$ cat src/rtl/riscv151_csr_pkg.sv
// Shared CSR definitions for the Riscv151 CSR unit: CSR addresses, Zicsr funct3
// encodings, the RW/RS/RC operation kind and the new-value ALU.
package riscv151_csr_pkg;

  localparam logic [11:0] CSR_TOHOST   = 12'h51e;
  localparam logic [11:0] CSR_CYCLE    = 12'hc00;
  localparam logic [11:0] CSR_CYCLEH   = 12'hc80;
  localparam logic [11:0] CSR_INSTRET  = 12'hc02;
  localparam logic [11:0] CSR_INSTRETH = 12'hc82;

  localparam logic [2:0] F3_RW  = 3'b001;
  localparam logic [2:0] F3_RS  = 3'b010;
  localparam logic [2:0] F3_RC  = 3'b011;
  localparam logic [2:0] F3_RWI = 3'b101;
  localparam logic [2:0] F3_RSI = 3'b110;
  localparam logic [2:0] F3_RCI = 3'b111;

  typedef enum logic [1:0] {
    CSR_OP_RW,
    CSR_OP_RS,
    CSR_OP_RC
  } csr_op_e;

  function automatic logic [31:0] csr_alu(input csr_op_e op, input logic [31:0] old,
                                          input logic [31:0] src);
    case (op)
      CSR_OP_RS: return old | src;
      CSR_OP_RC: return old & ~src;
      default:   return src;
    endcase
  endfunction

endpackage

$ cat src/rtl/csr_tohost_unit_if.sv
// Execute-stage CSR port: Zicsr instruction fields and pipeline control in,
// old CSR value, illegal flag and the tohost register out.
interface csr_tohost_unit_if;
  logic        csr_en;
  logic [2:0]  csr_op;
  logic [11:0] csr_addr;
  logic [31:0] rs1_data;
  logic [4:0]  rs1_idx;
  logic        stall;
  logic        kill;
  logic        retire;
  logic [31:0] csr_rdata;
  logic        illegal;
  logic [31:0] tohost;

  modport master (
    output csr_en, csr_op, csr_addr, rs1_data, rs1_idx, stall, kill, retire,
    input  csr_rdata, illegal, tohost
  );

  modport slave (
    input  csr_en, csr_op, csr_addr, rs1_data, rs1_idx, stall, kill, retire,
    output csr_rdata, illegal, tohost
  );
endinterface

$ cat src/rtl/csr_counter64.sv
// Free-running 64-bit counter; count advances on the edge after inc, wraps to 0,
// carries into the upper half in the same cycle. Reset loads RST_VAL.
module csr_counter64 #(
  parameter logic [63:0] RST_VAL = 64'd0
) (
  input  logic        clk,
  input  logic        rst,
  input  logic        inc,
  output logic [63:0] count
);

  always_ff @(posedge clk) begin
    if (rst) begin
      count <= RST_VAL;
    end else if (inc) begin
      count <= count + 64'd1;
    end
  end

endmodule

$ cat src/rtl/csr_tohost_unit.sv
// Zicsr execute unit holding tohost and the cycle/instret counters. Reads are
// combinational; tohost updates on the edge after a non-stalled, non-killed commit.
module csr_tohost_unit
  import riscv151_csr_pkg::*;
#(
  parameter logic [63:0] CYCLE_INIT = 64'd0
) (
  input logic              clk,
  input logic              rst,
  csr_tohost_unit_if.slave bus
);

  localparam logic [11:0] TOHOST_ADDR = CSR_TOHOST;

  csr_op_e     op_kind;
  logic        op_ok;
  logic [31:0] src;
  logic        wr_intent;
  logic        addr_known;
  logic        addr_ro;
  logic [31:0] old_val;
  logic [31:0] new_val;
  logic        commit;
  logic [31:0] tohost_q;
  logic [63:0] cycle_cnt;
  logic [63:0] instret_cnt;

  always_comb begin
    op_kind = CSR_OP_RW;
    op_ok   = 1'b1;
    case (bus.csr_op)
      F3_RW, F3_RWI: op_kind = CSR_OP_RW;
      F3_RS, F3_RSI: op_kind = CSR_OP_RS;
      F3_RC, F3_RCI: op_kind = CSR_OP_RC;
      default:       op_ok   = 1'b0;
    endcase
  end

  // funct3[2] selects the zero-extended rs1 field as the immediate source.
  assign src = bus.csr_op[2] ? {27'b0, bus.rs1_idx} : bus.rs1_data;

  // Set/clear with x0 as source is a pure read, so it stays legal on counters.
  assign wr_intent = (op_kind == CSR_OP_RW) || (bus.rs1_idx != 5'd0);

  always_comb begin
    addr_known = 1'b1;
    addr_ro    = 1'b1;
    old_val    = 32'd0;
    case (bus.csr_addr)
      TOHOST_ADDR: begin
        old_val = tohost_q;
        addr_ro = 1'b0;
      end
      CSR_CYCLE:    old_val = cycle_cnt[31:0];
      CSR_CYCLEH:   old_val = cycle_cnt[63:32];
      CSR_INSTRET:  old_val = instret_cnt[31:0];
      CSR_INSTRETH: old_val = instret_cnt[63:32];
      default:      addr_known = 1'b0;
    endcase
  end

  assign new_val = csr_alu(op_kind, old_val, src);

  assign bus.illegal   = bus.csr_en && (!op_ok || !addr_known || (addr_ro && wr_intent));
  assign bus.csr_rdata = (bus.csr_en && addr_known) ? old_val : 32'd0;

  assign commit = bus.csr_en && !bus.stall && !bus.kill && !bus.illegal && wr_intent &&
                  (bus.csr_addr == TOHOST_ADDR);

  always_ff @(posedge clk) begin
    if (rst) begin
      tohost_q <= 32'd0;
    end else if (commit) begin
      tohost_q <= new_val;
    end
  end

  assign bus.tohost = tohost_q;

  csr_counter64 #(.RST_VAL(CYCLE_INIT)) u_cycle (
    .clk  (clk),
    .rst  (rst),
    .inc  (1'b1),
    .count(cycle_cnt)
  );

  csr_counter64 u_instret (
    .clk  (clk),
    .rst  (rst),
    .inc  (bus.retire),
    .count(instret_cnt)
  );

endmodule

$ cat src/flat_wrapper.sv
// flat-port wrapper written by rule: the top's interface ports become plain ports
module csr_tohost_unit_flat import riscv151_csr_pkg::*;
#(
  parameter logic [63:0] CYCLE_INIT = 64'd0
)
  (clk, rst, bus_csr_en, bus_csr_op, bus_csr_addr, bus_rs1_data, bus_rs1_idx, bus_stall, bus_kill, bus_retire, bus_csr_rdata, bus_illegal, bus_tohost);
  csr_tohost_unit_if bus_i ();
  input logic clk;
  input logic rst;
  input wire logic [$bits(bus_i.csr_en)-1:0] bus_csr_en;
  input wire logic [$bits(bus_i.csr_op)-1:0] bus_csr_op;
  input wire logic [$bits(bus_i.csr_addr)-1:0] bus_csr_addr;
  input wire logic [$bits(bus_i.rs1_data)-1:0] bus_rs1_data;
  input wire logic [$bits(bus_i.rs1_idx)-1:0] bus_rs1_idx;
  input wire logic [$bits(bus_i.stall)-1:0] bus_stall;
  input wire logic [$bits(bus_i.kill)-1:0] bus_kill;
  input wire logic [$bits(bus_i.retire)-1:0] bus_retire;
  output wire logic [$bits(bus_i.csr_rdata)-1:0] bus_csr_rdata;
  output wire logic [$bits(bus_i.illegal)-1:0] bus_illegal;
  output wire logic [$bits(bus_i.tohost)-1:0] bus_tohost;
  assign bus_i.csr_en = bus_csr_en;
  assign bus_i.csr_op = bus_csr_op;
  assign bus_i.csr_addr = bus_csr_addr;
  assign bus_i.rs1_data = bus_rs1_data;
  assign bus_i.rs1_idx = bus_rs1_idx;
  assign bus_i.stall = bus_stall;
  assign bus_i.kill = bus_kill;
  assign bus_i.retire = bus_retire;
  assign bus_csr_rdata = bus_i.csr_rdata;
  assign bus_illegal = bus_i.illegal;
  assign bus_tohost = bus_i.tohost;
  csr_tohost_unit #(.CYCLE_INIT(CYCLE_INIT)) u_core (.clk(clk), .rst(rst), .bus(bus_i));
endmodule
$ cat config.mk
export PLATFORM = sky130hd
export DESIGN_NAME = csr_tohost_unit_flat
export DESIGN_NICKNAME = d
export VERILOG_FILES = /design/src/rtl/riscv151_csr_pkg.sv /design/src/rtl/csr_tohost_unit_if.sv /design/src/rtl/csr_counter64.sv /design/src/rtl/csr_tohost_unit.sv /design/src/flat_wrapper.sv
export SDC_FILE = /design/constraint.sdc
export NUM_CORES = 1
export LEC_CHECK = 0
export BUFFER_PORTS_ARGS = -buffer_cell sky130_fd_sc_hd__buf_4
export CORE_MARGIN = 2
export CORE_UTILIZATION = 53
export DETAILED_ROUTE_END_ITERATION = 16
export PLACE_DENSITY = 0.88
export SLEW_MARGIN = 20
export SYNTH_ARGS = -nofsm -noshare
export SYNTH_HDL_FRONTEND = slang
export SYNTH_HIERARCHICAL = 1
export SYNTH_SLANG_ARGS = --single-unit
$ cat constraint.sdc
create_clock -name clk -period 1.7 [get_ports clk]
set_input_delay 0.17 -clock clk [delete_from_list [all_inputs] [get_ports clk]]
set_output_delay 0.17 -clock clk [all_outputs]
set_load 0.01 [all_outputs]
==> results of run 1 <==
==> synthesized netlist by cell type, types with 3 or more instances <==
cell type,n
a21oi_1,51
a22o_1,14
a2bb2oi_1,18
a311oi_1,32
and2_1,3
and3_1,47
buf_1,5
buf_2,27
buf_4,7
buf_6,3
clkbuf_1,34
dfxtp_1,160
inv_1,17
mux2i_1,25
mux4_2,14
nand2_1,38
nand2b_1,28
nand3_1,60
nand3_2,3
nand4_1,74
nand4_2,10
nor2_1,153
nor2b_1,7
nor3_1,27
nor3_2,14
nor4_1,17
nor4_4,6
nor4b_4,3
o21ai_0,36
o221ai_1,18
o31ai_1,14
or3_1,39
or4_1,14
xnor2_1,24
xor2_1,50
==> per-stage QoR <==
stage               std cells  setup slack [ns]  TNS, ns
CTS                      1812           -0.4434   -23.31
detailed placement       1648           -0.2971   -17.38
global placement         1648           -0.1775   -9.437
floorplan                1122           -0.1112  -0.5211
==> metal layers <==
metal	global-route usage	GRT overflow
met5	0.5722	0
met4	0.7885	6
met3	0.7487	0
met2	0.9077	7
met1	0.8004	0
==> cells by family after synthesis <==
kind of cell             after synthesis
AO/OA/AOI/OAI                        189
AND/OR/NAND/NOR                      558
buffers and inverters                 93
multiplexers                          41
XOR/XNOR                              74
other                                  1
flip-flops                           160
adder cells (fa/ha/maj)                2
==> repair_timing <==
| action | 4_1_cts |
|---|---|
| cloned | 4 |
| setup endpoints to repair | 114 |
| hold endpoints to repair | 0 |
| gates resized for setup | 337 |
| setup buffers | 131 |
| hold buffers | 0 |
| pin swaps | 137 |
==> impl_metrics.csv, run 1 <==
group,metric,value,unit
outcome,outcome,"aborted with a tool error",
outcome,lastStage,"global routing",
outcome,error,"[ERROR GRT-0116] Global routing finished with congestion. Check the congestion regions in the DRC Viewer.",
synth,postSynthCellCount,1118,
floorplan,die_w,137.7,um
placement,portBuffers,122,
grt,grt_pass1_wl,112.2,mm
synth,synth_edf_count,0,
grt,globalRouteTotalUtil,0.8117,
synth,synth.distinct_cells,55,
synth,yosysWarnings,6,
placement,gp_congestion,0.9485,
floorplan,fp.dieH,137.7,um
synth,yosys.area.top_type,"dfxtp_1",
synth,synth_top_family_by_area,"simple AND/OR/NAND/NOR gates",
grt,grt_pass1_vias,16450,
clocking,clockBufferDepth,2,
synth,async_flop_share,0,
synth,ys_seq_area_frac,0.3379,
clocking,cts.sinks,160,
placement,place_area,12470,um^2
synth,synth_area_leaders,"dfxtp_1 34%, nor2_1 6.1%, nand4_1 4.9%, xor2_1 4.6%, mux4_2 3.3%",
floorplan,rows,48,
synth,synthSimpleGateAreaFrac,0.3438,
synth,synthesis.area,9480,um^2
synth,ys.flop_type,"dfxtp_1",
synth,synth_top_area_share,0.3379,
synth,syn_area_per_cell,8.480,um^2
synth,synth-xor-area-share,0.06836,
clocking,cts_root_buf,"clkbuf_16",
floorplan,pin_count,123,
clocking,cts_buffers,17,
placement,post-dp-hpwl,26.08,mm
floorplan,start_util,0.5443,
grt,grt.overflow.total,13,
synth,ys_ff_latch,160,
clocking,htree_levels,4,
synth,yosys.area_share.adder,0.002640,
synth,synthMuxAreaShare,0.06203,
synth,synth-compound-area-share,0.1394,
grt,grt_max_degree,44,
==> run 2, diff against run 1 <==
--- a/config.mk
+++ b/config.mk
@@ -7,9 +7,9 @@
 export LEC_CHECK = 0
 export BUFFER_PORTS_ARGS = -buffer_cell sky130_fd_sc_hd__buf_4
 export CORE_MARGIN = 2
-export CORE_UTILIZATION = 53
+export CORE_UTILIZATION = 40
 export DETAILED_ROUTE_END_ITERATION = 16
-export PLACE_DENSITY = 0.88
+export PLACE_DENSITY_LB_ADDON = 0.15
 export SLEW_MARGIN = 20
 export SYNTH_ARGS = -nofsm -noshare
 export SYNTH_HDL_FRONTEND = slang
==> constraint.sdc (replaced) <==
create_clock -name clk -period 2.2 [get_ports clk]
set_input_delay 0.22 -clock clk [delete_from_list [all_inputs] [get_ports clk]]
set_output_delay 0.22 -clock clk [all_outputs]
set_load 0.01 [all_outputs]
==> run 2 against run 1 <==
Compared with the run above: the run now ends clean; synthesized cell count unchanged; area after synthesis unchanged.
==> impl_metrics.csv, run 2 <==
group,metric,value,unit
final_layout,layout_commonest_cell,"buf_4",
placement,dp.cells,1617,
worst_setup_path,critPathKind,"flop to output pin",
pwr,seqPwrFrac,0.451,
clocking,cts_buffers,17,
pwr,switching_share,0.2385,
grt,grt_pass1_wl,47.88,mm
route,drc_errors,0,
synth,yosysMostFrequentCell,"dfxtp_1",
final_layout,stdcell_count,1654,
worst_hold_path,min_from,"bus_retire",
timing,tightest_slew,0.5597,ns
floorplan,die_area,24950,um^2
pwr,p_clk_frac,0.489,
placement,gp_congestion,0.8590,
grt,grt.overflow.total,0,
final_layout,mostFrequentLayoutCells,"229 x buf_4, 153 x nor2_1, 131 x dfxtp_1",
route,drt_iter0_drc,791,
synth,synth_top_area_share,0.3379,
synth,synth_area_leaders,"dfxtp_1 34%, nor2_1 6.1%, nand4_1 4.9%, xor2_1 4.6%, mux4_2 3.3%",
clocking,cts_hold_buffers,0,
worst_setup_path,cp_cell_sequence,"buf_4, mux4_2, a22o_1, and3_1, buf_6",
clocking,htree_levels,4,
floorplan,core_area,23400,um^2
worst_setup_path,path_max_fanout,4,
final_layout,drive_gt1_frac,0.3094,
timing,slew_viol_final,0,
worst_setup_path,critPathRequiredTime,1.98,ns
timing,setup_viol,0,
clocking,clockBufferDepth,2,
timing,post-route-period-util,0.9841,
synth,synthesis.area,9480,um^2
timing,fmax,461.9,MHz
pwr,p_switching,1.539,mW
final_layout,area_growth,32.14,%
timing,fin_crit,2.165,ns
worst_setup_path,startpoint_type,"flop",
synth,ys.flop_type,"dfxtp_1",
synth,ys_seq_area_frac,0.3379,
worst_setup_path,cpPeakStageDelay,0.53,ns
grt,grt_pass1_vias,8488,
grt,grt_max_degree,47,
pwr,vdd_drop_max,0.0004576,V
floorplan,fp.dieH,158.0,um
route,drt-pass1-iter-count,5,
clocking,tritoncts,"done",
route,vias,9406,
route,ant_nets,0,
clocking,cts_root_buf,"clkbuf_16",
placement,portBuffers,122,
worst_setup_path,cp-startpoint,"u_core/u_instret/count[26]$_SDFFE_PP0P_",
timing,hold_viol_final,0,
grt,globalRouteTotalUtil,0.2483,
synth,ys_top_cells_by_count,"160 x dfxtp_1, 153 x nor2_1, 74 x nand4_1",
pwr,p_leak,4.782,nW
timing,rsz0062_at_grt,"yes",
worst_setup_path,reg2reg_from,"u_core/u_instret/count[36]$_SDFFE_PP0P_",
floorplan,start_util,0.4051,
synth,syn_area_per_cell,8.480,um^2
pwr,p_int,4.915,mW
route,vias_per_cell,5.687,
final_layout,nets,1382,
worst_setup_path,endpoint_kind,"output pin",
worst_setup_path,path_buf_inv,2,
worst_setup_path,cp_top_family,"multiplexers",
placement,post-dp-hpwl,23.59,mm
final_layout,antenna_cells,0,
synth,synth_edf_count,0,
final_layout,fin_util,0.5353,
floorplan,pin_count,123,
synth,yosysWarnings,6,
pwr,power_density,515.2,nW/um^2
outcome,outcome,"completed",
worst_setup_path,crit_arrival,1.95,ns
route,wire_per_inst,19.00,um
floorplan,rows,56,
worst_setup_path,critPathSlowestCell,"mux4_2",
pwr,power_frac_comb,0.061,
synth,yosys.area.top_type,"dfxtp_1",
final_layout,nFillCells,2201,
synth,synth.distinct_cells,55,
clocking,cts.sinks,160,
worst_hold_path,worstHoldPathType,"input port to flop",
clocking,clkLatencyLatePin,0.43,ns
run,cap_violations,0,
floorplan,die_w,158.0,um
clocking,cts.clk_slew.worst_paths,0.07,ns
synth,ys_ff_latch,160,
synth,async_flop_share,0,
grt,antenna_found_initial,0,
route,routed_wl,31.42,mm
timing,max_slew_margin,0.6234,
timing,finClkSkew,0.01211,ns
synth,postSynthCellCount,1118,
-- run 2: cell counts after synthesis --
No cell type changed its count.
-- run 2: cell type report --
type,instances,area (um^2),share of cell area
Sequential cell,160,3244,0.2590
Tap cell,319,399.1,0.03186
Clock inverter,14,182.7,0.01458
Timing Repair Buffer,257,2113,0.1687
Multi-Input combinational cell,869,6085,0.4857
Clock buffer,18,439.2,0.03506
Inverter,17,63.81,0.005094
-- run 2: what timing repair did --
item / 4_1_cts / 5_1_grt
pin swaps: 5 / 22
setup buffers: 8 / 12
endpoints found under the setup margin: 12 / 48
resized for setup: 17 / 72
-- run 2: per-layer routing --
metal | GRT usage | vias up | wire length (um) | share of wire
li1 | - | 4599 | - | -
met1 | 0.3474 | 4557 | 14070 | 0.45
met2 | 0.3998 | 216 | 15190 | 0.48
met3 | 0.03778 | 34 | 1453 | 0.046
met4 | 0.06478 | 0 | 705 | 0.022
met5 | 0 | - | 0 | 0
-- run 2: kinds of logic (layout without fill, tap and decap cells) --
logic type / count (synthesis) / in the layout / synth area share
buffers and inverters: 93 / 306 / 0.04553
and+or+nand+nor: 558 / 558 / 0.3438
other: 1 / 5 / 0.0003956
AOI/OAI and AO/OA: 189 / 189 / 0.1394
DFF: 160 / 160 / 0.3379
adders and majority gates: 2 / 2 / 0.002639
xor gates and xnor gates: 74 / 74 / 0.06836
muxes: 41 / 41 / 0.06203
-- run 2: power groups by stage --
stage / Sequential, mW / Clock [mW] / Combinational, mW
after global placement: 2.98 / 0 / 0.377
final: 2.91 / 3.15 / 0.391
after CTS: 2.91 / 3.21 / 0.384
after floorplan: 2.98 / 0 / 0.206
after global routing: 2.91 / 3.33 / 0.423
after detailed placement: 2.98 / 0 / 0.379
-- run 2: worst register-to-register path: stages, from the launching register on --
cell	delay [ns]
dfxtp_4	0.39
buf_4	0.12
nand4_2	0.11
buf_4	0.18
nor4_1	0.41
buf_4	0.21
nand4_1	0.14
or3_1	0.36
a21oi_1	0.16
-- run 2: final timing paths --
check / endpoint / slack (ns) / cells after the start
max: bus_csr_rdata[26] / 0.03 / 5
max reg2reg: u_core/u_instret/count[58]$_SDFFE_PP0P_ / 0.05 / 8
min reg2reg: u_core/u_instret/count[55]$_SDFFE_PP0P_ / 0.49 / 2
min: u_core/u_instret/count[0]$_SDFFE_PP0P_ / 0.11 / 3
-- run 2: stage by stage --
step	worst slack [ns]	cell area (um^2)	TNS, ns	hold slack (ns)	total power, mW
CTS	-0.02566	12260	-0.02566	0.09698	6.509
global placement	0.06353	11530	0	0.4840	3.354
global route	-0.02084	12530	-0.02459	0.09914	6.664
floorplan	0.3283	9495	0	0.2921	3.183
detailed placement	0.06063	11530	0	0.4855	3.356
finish	0.03499	12530	0	0.1128	6.454
Power figures use the tool's default switching activity.
